==> config.mk <==
export PLATFORM = sky130hd
export DESIGN_NAME = pipeline_hazard_ctrl
export DESIGN_NICKNAME = d
export VERILOG_FILES = /design/src/rtl/pipeline_ctrl_pkg.sv /design/src/rtl/load_use_detect.sv /design/src/rtl/pipeline_hazard_ctrl.sv
export SDC_FILE = /design/constraint.sdc
export NUM_CORES = 1
export LEC_CHECK = 0
export ABC_AREA = 1
export ABC_CLOCK_PERIOD_IN_PS = 2560
export CAP_MARGIN = 20
export CORE_ASPECT_RATIO = 0.6
export CORE_MARGIN = 5
export CORE_UTILIZATION = 49
export DETAILED_ROUTE_END_ITERATION = 10
export GPL_TIMING_DRIVEN = 0
export MAX_ROUTING_LAYER = met4
export PLACE_DENSITY = 0.8
export SYNTH_ARGS = -nofsm -noshare
export SYNTH_HDL_FRONTEND = slang
export SYNTH_SLANG_ARGS = --single-unit
export TNS_END_PERCENT = 20
==> constraint.sdc <==
create_clock -name clk -period 2.56 [get_ports clk]
set_input_delay 0.64 -clock clk [delete_from_list [all_inputs] [get_ports clk]]
set_output_delay 0.64 -clock clk [all_outputs]
set_load 0.1 [all_outputs]
==> src/rtl/pipeline_ctrl_pkg.sv <==
`default_nettype none
// ============================================================================
//  Module      : pipeline_ctrl_pkg
//  Description : Shared types and constants for the pipeline hazard
//                controller and the load-use comparator.
//                  hazard_state_t : sequencer states (RUN, MEM_WAIT, ERROR)
//                  stage_ctrl_t   : per pipeline register {en, flush} pair
//                  REG_ZERO       : architectural x0 register index
//  Revision    : 1.0 - initial release
// ============================================================================
package pipeline_ctrl_pkg;

    typedef enum logic [1:0] {
        RUN      = 2'd0,
        MEM_WAIT = 2'd1,
        ERROR    = 2'd2
    } hazard_state_t;

    typedef struct packed {
        logic en;
        logic flush;
    } stage_ctrl_t;

    localparam logic [4:0] REG_ZERO = 5'd0;

endpackage : pipeline_ctrl_pkg
`default_nettype wire

==> src/rtl/load_use_detect.sv <==
`default_nettype none
// ============================================================================
//  Module      : load_use_detect
//  Description : Combinational comparator between the source registers of the
//                ID instruction and the destination of the EX instruction.
//                Per-operand match flags are exported so the forwarding unit
//                can reuse the same comparator.
//  Ports       : ex_mem_read_i  EX instruction is a load
//                ex_rd_i        EX destination register
//                id_rs1_i/rs2_i ID source registers
//                id_uses_rs1_i/rs2_i  ID instruction reads the operand
//                rs1_match_o/rs2_match_o  operand depends on ex_rd (x0 excluded)
//                hazard_o       load-use hazard: a stall bubble is required
//  Revision    : 1.0 - initial release
// ============================================================================
module load_use_detect
    import pipeline_ctrl_pkg::*;
(
    input  logic       ex_mem_read_i,
    input  logic [4:0] ex_rd_i,
    input  logic [4:0] id_rs1_i,
    input  logic [4:0] id_rs2_i,
    input  logic       id_uses_rs1_i,
    input  logic       id_uses_rs2_i,
    output logic       rs1_match_o,
    output logic       rs2_match_o,
    output logic       hazard_o
);

    // x0 is hard-wired to zero, so a write to it never creates a dependency.
    logic w_rd_valid;
    assign w_rd_valid = (ex_rd_i != REG_ZERO);

    assign rs1_match_o = w_rd_valid & id_uses_rs1_i & (id_rs1_i == ex_rd_i);
    assign rs2_match_o = w_rd_valid & id_uses_rs2_i & (id_rs2_i == ex_rd_i);
    assign hazard_o    = ex_mem_read_i & (rs1_match_o | rs2_match_o);

endmodule : load_use_detect
`default_nettype wire

==> src/rtl/pipeline_hazard_ctrl.sv <==
`default_nettype none
// ============================================================================
//  Module      : pipeline_hazard_ctrl
//  Description : Stall/flush sequencer for the five-stage core. Detects
//                load-use hazards, flushes on M-stage jumps, runs the data
//                memory handshake with timeout, and keeps saturating
//                stall / flush performance counters.
//  Ports       : clk, rst                 clock, synchronous active-high reset
//                id_rs1/rs2, id_uses_*    ID operand info
//                ex_rd, ex_mem_read       EX destination / load flag
//                m_mem_read/write         M-stage memory operation
//                m_take_jump              M-stage taken branch / jump
//                dmem_ready / dmem_req    data memory handshake
//                pc_en, *_en, *_flush     pipeline register controls
//                mem_error                sticky timeout flag
//                stall_cnt, flush_cnt     saturating performance counters
//  Revision    : 1.0 - initial release
// ============================================================================
module pipeline_hazard_ctrl
    import pipeline_ctrl_pkg::*;
#(
    parameter int MEM_TIMEOUT = 64,
    parameter int CNT_W       = 16
) (
    input  logic             clk,
    input  logic             rst,
    input  logic [4:0]       id_rs1,
    input  logic [4:0]       id_rs2,
    input  logic             id_uses_rs1,
    input  logic             id_uses_rs2,
    input  logic [4:0]       ex_rd,
    input  logic             ex_mem_read,
    input  logic             m_mem_read,
    input  logic             m_mem_write,
    input  logic             m_take_jump,
    input  logic             dmem_ready,
    output logic             dmem_req,
    output logic             pc_en,
    output logic             if_id_en,
    output logic             id_ex_en,
    output logic             ex_m_en,
    output logic             m_wb_en,
    output logic             if_id_flush,
    output logic             id_ex_flush,
    output logic             ex_m_flush,
    output logic             m_wb_flush,
    output logic             mem_error,
    output logic [CNT_W-1:0] stall_cnt,
    output logic [CNT_W-1:0] flush_cnt
);

    localparam int                WAIT_W    = $clog2(MEM_TIMEOUT) + 1;
    localparam logic [WAIT_W-1:0] WAIT_LAST = WAIT_W'(MEM_TIMEOUT - 1);

    hazard_state_t     state_q, state_d;
    logic [WAIT_W-1:0] wait_q, wait_d;
    logic [CNT_W-1:0]  stall_cnt_q, flush_cnt_q;

    stage_ctrl_t w_if_id, w_id_ex, w_ex_m, w_m_wb;
    logic        w_pc_en;
    logic        w_dmem_req;
    logic        w_flush_inc;
    logic        w_advance;
    logic        w_mem_op;
    logic        w_load_use;
    logic        w_rs1_match;
    logic        w_rs2_match;

    assign w_mem_op = m_mem_read | m_mem_write;

    load_use_detect u_load_use_detect (
        .ex_mem_read_i (ex_mem_read),
        .ex_rd_i       (ex_rd),
        .id_rs1_i      (id_rs1),
        .id_rs2_i      (id_rs2),
        .id_uses_rs1_i (id_uses_rs1),
        .id_uses_rs2_i (id_uses_rs2),
        .rs1_match_o   (w_rs1_match),
        .rs2_match_o   (w_rs2_match),
        .hazard_o      (w_load_use)
    );

    // ------------------------------------------------------------------
    // Next state and pipeline controls
    // ------------------------------------------------------------------
    always_comb begin
        state_d     = state_q;
        wait_d      = wait_q;
        w_advance   = 1'b0;
        w_flush_inc = 1'b0;
        w_dmem_req  = 1'b0;
        w_pc_en     = 1'b1;
        w_if_id     = '{en: 1'b1, flush: 1'b0};
        w_id_ex     = '{en: 1'b1, flush: 1'b0};
        w_ex_m      = '{en: 1'b1, flush: 1'b0};
        w_m_wb      = '{en: 1'b1, flush: 1'b0};

        unique case (state_q)
            RUN: begin
                w_dmem_req = w_mem_op;
                if (w_mem_op && !dmem_ready) begin
                    state_d = MEM_WAIT;
                    wait_d  = WAIT_W'(1);
                end else begin
                    w_advance = 1'b1;
                end
            end
            MEM_WAIT: begin
                w_dmem_req = 1'b1;
                if (dmem_ready) begin
                    state_d   = RUN;
                    wait_d    = '0;
                    w_advance = 1'b1;
                end else if (wait_q == WAIT_LAST) begin
                    state_d = ERROR;
                end else begin
                    wait_d = wait_q + WAIT_W'(1);
                end
            end
            default: begin
                // Trapped: only reset leaves this state.
                state_d  = ERROR;
                w_pc_en  = 1'b0;
                w_if_id  = '{en: 1'b0, flush: 1'b0};
                w_id_ex  = '{en: 1'b0, flush: 1'b0};
                w_ex_m   = '{en: 1'b0, flush: 1'b0};
                w_m_wb   = '{en: 1'b0, flush: 1'b0};
            end
        endcase

        if (state_q != ERROR) begin
            if (!w_advance) begin
                // Waiting on memory: freeze the front of the pipe and push a
                // bubble into WB. A pending jump is deferred to the ready cycle.
                w_pc_en      = 1'b0;
                w_if_id.en   = 1'b0;
                w_id_ex.en   = 1'b0;
                w_ex_m.en    = 1'b0;
                w_m_wb.flush = 1'b1;
            end else if (m_take_jump) begin
                // Redirect wins over load-use: the dependent instruction is
                // squashed by the flush anyway.
                w_if_id.flush = 1'b1;
                w_id_ex.flush = 1'b1;
                w_ex_m.flush  = 1'b1;
                w_flush_inc   = 1'b1;
            end else if (w_load_use) begin
                // Hold PC and IF/ID one cycle, bubble into EX; the load itself
                // moves on to M so the hazard clears after one cycle.
                w_pc_en       = 1'b0;
                w_if_id.en    = 1'b0;
                w_id_ex.flush = 1'b1;
            end
        end

        if (rst) begin
            state_d    = RUN;
            wait_d     = '0;
            w_dmem_req = 1'b0;
            w_pc_en    = 1'b0;
            w_if_id    = '{en: 1'b0, flush: 1'b1};
            w_id_ex    = '{en: 1'b0, flush: 1'b1};
            w_ex_m     = '{en: 1'b0, flush: 1'b1};
            w_m_wb     = '{en: 1'b0, flush: 1'b1};
        end
    end

    // ------------------------------------------------------------------
    // State, wait counter and saturating performance counters
    // ------------------------------------------------------------------
    always_ff @(posedge clk) begin
        if (rst) begin
            state_q     <= RUN;
            wait_q      <= '0;
            stall_cnt_q <= '0;
            flush_cnt_q <= '0;
        end else begin
            state_q <= state_d;
            wait_q  <= wait_d;
            if (!w_pc_en && (stall_cnt_q != '1)) begin
                stall_cnt_q <= stall_cnt_q + CNT_W'(1);
            end
            if (w_flush_inc && (flush_cnt_q != '1)) begin
                flush_cnt_q <= flush_cnt_q + CNT_W'(1);
            end
        end
    end

    assign dmem_req    = w_dmem_req;
    assign pc_en       = w_pc_en;
    assign if_id_en    = w_if_id.en;
    assign id_ex_en    = w_id_ex.en;
    assign ex_m_en     = w_ex_m.en;
    assign m_wb_en     = w_m_wb.en;
    assign if_id_flush = w_if_id.flush;
    assign id_ex_flush = w_id_ex.flush;
    assign ex_m_flush  = w_ex_m.flush;
    assign m_wb_flush  = w_m_wb.flush;
    assign mem_error   = (state_q == ERROR);
    assign stall_cnt   = stall_cnt_q;
    assign flush_cnt   = flush_cnt_q;

endmodule : pipeline_hazard_ctrl
`default_nettype wire

== After elaboration in Yosys (flattened, before gate mapping) ==
Cells that the tools add are included.
Operators by class
  add/subtract/negate cells: 3
  muxes and demuxes: 41
  bitwise gates (word level): 7
  reduce and logical (&&, ||, !) cells: 11
  equality and inequality tests: 11
Operators by type and width (number)
  $add A16 B1 Y16 const B: 2
  $ne A16 B16 Y1 const B: 2
  $mux W1: 23
  $mux W2: 11
  $mux W7: 3
  $pmux W7 S2: 1
  $eq A5 B5 Y1: 2
  $add A7 B1 Y7 const B: 1
  $eq A7 B6 Y1 const B: 1
  $ne A3 B3 Y1 const B: 2
  $and A1 B1 Y1: 5
  $reduce_bool A5 Y1: 1
  $ne A2 B2 Y1 const B: 2
  $pmux W1 S2: 2
  $pmux W2 S2: 1
  $logic_and A1 B1 Y1: 3
  $reduce_and A3 Y1: 1
  $eq A2 B1 Y1 const B: 1
  $eq A2 B2 Y1 const B: 1
  $logic_not A1 Y1: 2
  $logic_not A2 Y1: 1
  $or A1 B1 Y1: 2
  $reduce_and A2 Y1: 1
  $reduce_bool A2 Y1: 1
  $reduce_or A2 Y1: 1
Storage, ports and cells
  flip-flop bits (word level): 41
  output and inout bits: 43
  logic and storage cells: 77
  input bits: 24

== Longest topological paths before layout ==
  depth in word-level cells: 12
  gate-level depth with buffers: 12
  depth with buffers taken out: 11

== Cells and area by module ==
A second synthesis with hierarchy kept.
Second synthesis, totals
  cells, all modules: 461
  area, all modules: 2780.2 sq um
By module, submodules not included
  pipeline_hazard_ctrl: seq. area each 820.8 sq um, area an instance 2533.7 sq um, cells each 399, instances 1
  load_use_detect: seq. area each 0.0 sq um, area an instance 246.5 sq um, cells each 62, instances 1

== Least setup slack after synthesis ==
No wires, ideal clock.
  path type: input to output
  from: in m_mem_write
  to: out pc_en
  path buffers: 3
  required time: 1920 ps
  cell stages on the path: 10
  path slack: -2133 ps
  arrival: 4053 ps
  cells stage by stage: nor2_1 > o21ai_1 > inv_1 > a21oi_2 > nor2_1 > nand2_1 > buf_4 > buf_4 > inv_1 > buf_4
On the way
  longest elaborated chain between the ends: 7
Ends and longest elaborated chain
  start: declaration: RTL line pipeline_hazard_ctrl.sv:34  | input logic m_mem_write,
  $or A1 B1 Y1: RTL line pipeline_hazard_ctrl.sv:69  | assign w_mem_op = m_mem_read | m_mem_write;
  $logic_and A1 B1 Y1: RTL line pipeline_hazard_ctrl.sv:101  | if (w_mem_op && !dmem_ready) begin
  $mux W1: RTL line pipeline_hazard_ctrl.sv:101
  $pmux W1 S2: RTL line pipeline_hazard_ctrl.sv:98  | unique case (state_q)
  $mux W1: RTL line pipeline_hazard_ctrl.sv:132  | if (!w_advance) begin
  $mux W1: RTL line pipeline_hazard_ctrl.sv:131  | if (state_q != ERROR) begin
  $mux W1: RTL line pipeline_hazard_ctrl.sv:156  | if (rst) begin
  end: declaration: RTL line pipeline_hazard_ctrl.sv:38  | output logic pc_en,
No other way between the ends.

== Worst setup path after layout ==
  from: reg stall_cnt_q[7], in the netlist stall_cnt[7]
  to: out stall_cnt[7]
RTL lines
  start: declaration: RTL line pipeline_hazard_ctrl.sv:57  | logic [CNT_W-1:0] stall_cnt_q, flush_cnt_q;
  start signal: assignment: RTL line pipeline_hazard_ctrl.sv:181  | stall_cnt_q <= stall_cnt_q + CNT_W'(1);
  end: declaration: RTL line pipeline_hazard_ctrl.sv:48  | output logic [CNT_W-1:0] stall_cnt,
No word-level cell between the ends.

==> results by group <==
CTS
  • Num CTS Buffers: 5
  • CTS tree: built
  • Clock sink count: 41
  • CTS Hold Buffers Added: 0
  • Worst-Skew Late Latency: 0.30 ns
  • H-tree levels: 2
  • CTS root buffer: clkbuf_8
  • Clock Path Buffers: 2
  • Clk pin slew, worst setup/hold paths: 0.08 ns

Critical path
  • Crit-path max cell delay: 1.17 ns
  • Startpoint types: register
  • Crit Path Category: reg -> out
  • Worst-path fanout max: 5
  • Critical-path top delay cell: clkdlybuf4s50_1
  • Req. time, crit path: 1.92 ns
  • Worst path top cell family by delay: buffers and inverters
  • CP bufs+invs: 1
  • Worst path cell trace: clkdlybuf4s50_1
  • Crit path arrival time: 1.90 ns
  • Worst setup EP type: primary output

Job
  • Max-cap violation count: 0

Timing
  • Max Clock Freq: 394 MHz
  • Endpoints failing setup: 0
  • Period minus WS final: 2.54 ns
  • Final cycle utilization of the critical path: 99.2%
  • Worst-Margin Slew: 0.997 ns
  • Setup TNS: 0 ns
  • Max Clock Skew: 0.0139 ns
  • Slew HR: 33.3%
  • Final Hold Fails: 0
  • Setup ws final: 0.0210 ns
  • Pins Over Slew Limit: 0
  • RSZ-0062 raised after global routing: true

Die
  • Std-Cell Rows: 20
  • Core Box Area: 5050 µm²
  • Die Y-Extent: 65.9 µm
  • Die area: 6810 µm²
  • Ports: 67
  • Initial Util: 50.6%
  • Die Wd: 103 µm

Drt
  • Via count: 2,870
  • Wirelength per Cell: 13.8 µm
  • Final wirelength: 7600 µm
  • Antenna Nets Post-Route: 0
  • Drt drc: 0
  • Via/cell ratio: 5.22
  • Drt initial violations: 194
  • TritonRoute pass-1 iters: 7

Placed design
  • Placed cell area: 3340 µm²
  • Dpl ws: -1.49 ns
  • Dpl hpwl: 5750 µm
  • RePlAce Congestion: 0.921
  • Port bufs: 66

Synth
  • Unique cell type count in the Yosys netlist: 27
  • Syn Inst Count: 404
  • Synthesis Warnings: 0
  • Top cell type by total area after synthesis: dfxtp_1
  • Sequential-to-total area share from yosys stat: 32.1%
  • Post-synth top area share: 32.1%
  • Cell Area, Synth: 2560 µm²
  • Number of synthesized register bits: 41
  • Syn Nets: 431
  • Top cells by area, synth: dfxtp_1 32%, nand2_1 17%, nor2_1 8.4%
  • Mean Syn Cell Area: 6.33 µm²

Final layout
  • Fill count: 451
  • Synthesis-to-layout area growth: 38.3%
  • Final core area utilization: 70.0%
  • Diode count: 0
  • Layout cells sized above 1: 13.2%
  • Final nets: 510
  • Finished Cell Area: 3540 µm²

Global route
  • Global-route wire length before repair: 12,200 µm
  • Initial antenna violation count: 0
  • Vias in the first global route: 2,523
  • Largest net degree at the start of global routing: 13
  • GR Util All Layers: 23.5%
  • Global route overflow: 0

Outcome
  • Status: completed

Worst hold path
  • Hold crit path type: reg -> reg

Pwr
  • VDD IR max: 0.311 mV
  • LEAKAGE: 1.83 nW
  • PD cells: 469 nW/µm²
layout make-up:
type / count / area, µm² / area share [%]
tap: 66 / 82.6 / 2.34
timing repair buffer: 75 / 736 / 20.8
buffer: 10 / 67.6 / 1.91
sequential: 41 / 821 / 23.2
multi-input combinational: 303 / 1530 / 43.3
inverter: 47 / 180 / 5.10
clock inverter: 1 / 30.0 / 0.849
clock buffer: 7 / 86.3 / 2.44
power breakdown:
part	switching [mW]	internal, mW	leakage (nW)
combinational	0.305	0.128	1.43
sequential	0.0184	0.651	0.332
clock	0.237	0.318	0.0585
total	0.560	1.10	1.83
through the flow:
step / hold WS [ns] / power, mW / std cells
final: 0.478 / 1.66 / 550
after floorplan: 0.437 / 0.977 / 404
after CTS: 0.481 / 1.65 / 550
after global placement: 0.456 / 1.09 / 536
after detailed placement: 0.462 / 1.10 / 536
after global routing: 0.525 / 1.72 / 550
sequential cells by signal (all words and copies together), names as in the netlist:
| name | count |
|---|---|
| state_q | 2 |
| wait_q | 7 |
| flush_cnt | 16 |
| stall_cnt | 16 |
per-layer routing:
metal / global-route usage [%] / part of all wire (%)
met5: - / 0
met4: 5.65 / 1.1
met3: 5.16 / 7.5
met2: 33.7 / 43
met1: 33.5 / 48
cells by family after synthesis:
family / count (synthesis) / share of synthesized area [%]
simple gates: 226 / 37.8
buf+inv: 60 / 9.99
compound gates: 50 / 10.4
flops: 41 / 32.1
xor+xnor: 24 / 8.22
fa+ha+maj: 3 / 1.47
cells in the mapped netlist, drive strengths merged:
cell type,number
a211oi,2
nand4,5
and3,1
a21oi,36
nor2,57
inv,47
a31o,1
buf,10
ha,3
o21a,1
xor2,13
nor4b,1
nand2,118
clkbuf,3
xnor2,11
dfxtp,41
nor3,8
o21ai,10
nand3,36
final timing paths:
kind | slack (ns) | cells past startpoint | endpoint | startpoint
hold reg to reg | 0.48 | 2 | wait_q[4] | wait_q[4]
setup reg to reg | 0.36 | 8 | stall_cnt[0] | stall_cnt[0]
hold / removal | 0.48 | 2 | wait_q[4] | wait_q[4]
setup / recovery | 0.02 | 1 | stall_cnt[7] | stall_cnt[7]
repair_timing:
| item | in CTS | in global routing |
|---|---|---|
| setup endpoints to repair | 18 | 26 |
| cloned | 0 | 0 |
| buffers inserted | 8 | 1 |
| resized for setup | 111 | 39 |
| pin swaps | 13 | 9 |
layout by cell type, fill, tap and decap left out, drive strengths merged:
master	netlist	final
nor3	8	8
and3	1	1
nand3	36	36
inv	47	46
dfxtp	41	41
clkbuf	3	13
a31o	1	1
clkdlybuf4s15	0	4
buf	10	28
a211oi	2	2
nor2	57	57
o21ai	10	10
nand2	118	118
dlymetal6s2s	0	18
dlygate4sd2	0	19
clkinvlp	0	1
nand4	5	5
clkdlybuf4s50	0	10
xnor2	11	11
nor4b	1	1
xor2	13	13
bufinv	0	1
a21oi	36	36
o21a	1	1
ha	3	3
(Power assumes the default switching activity.)
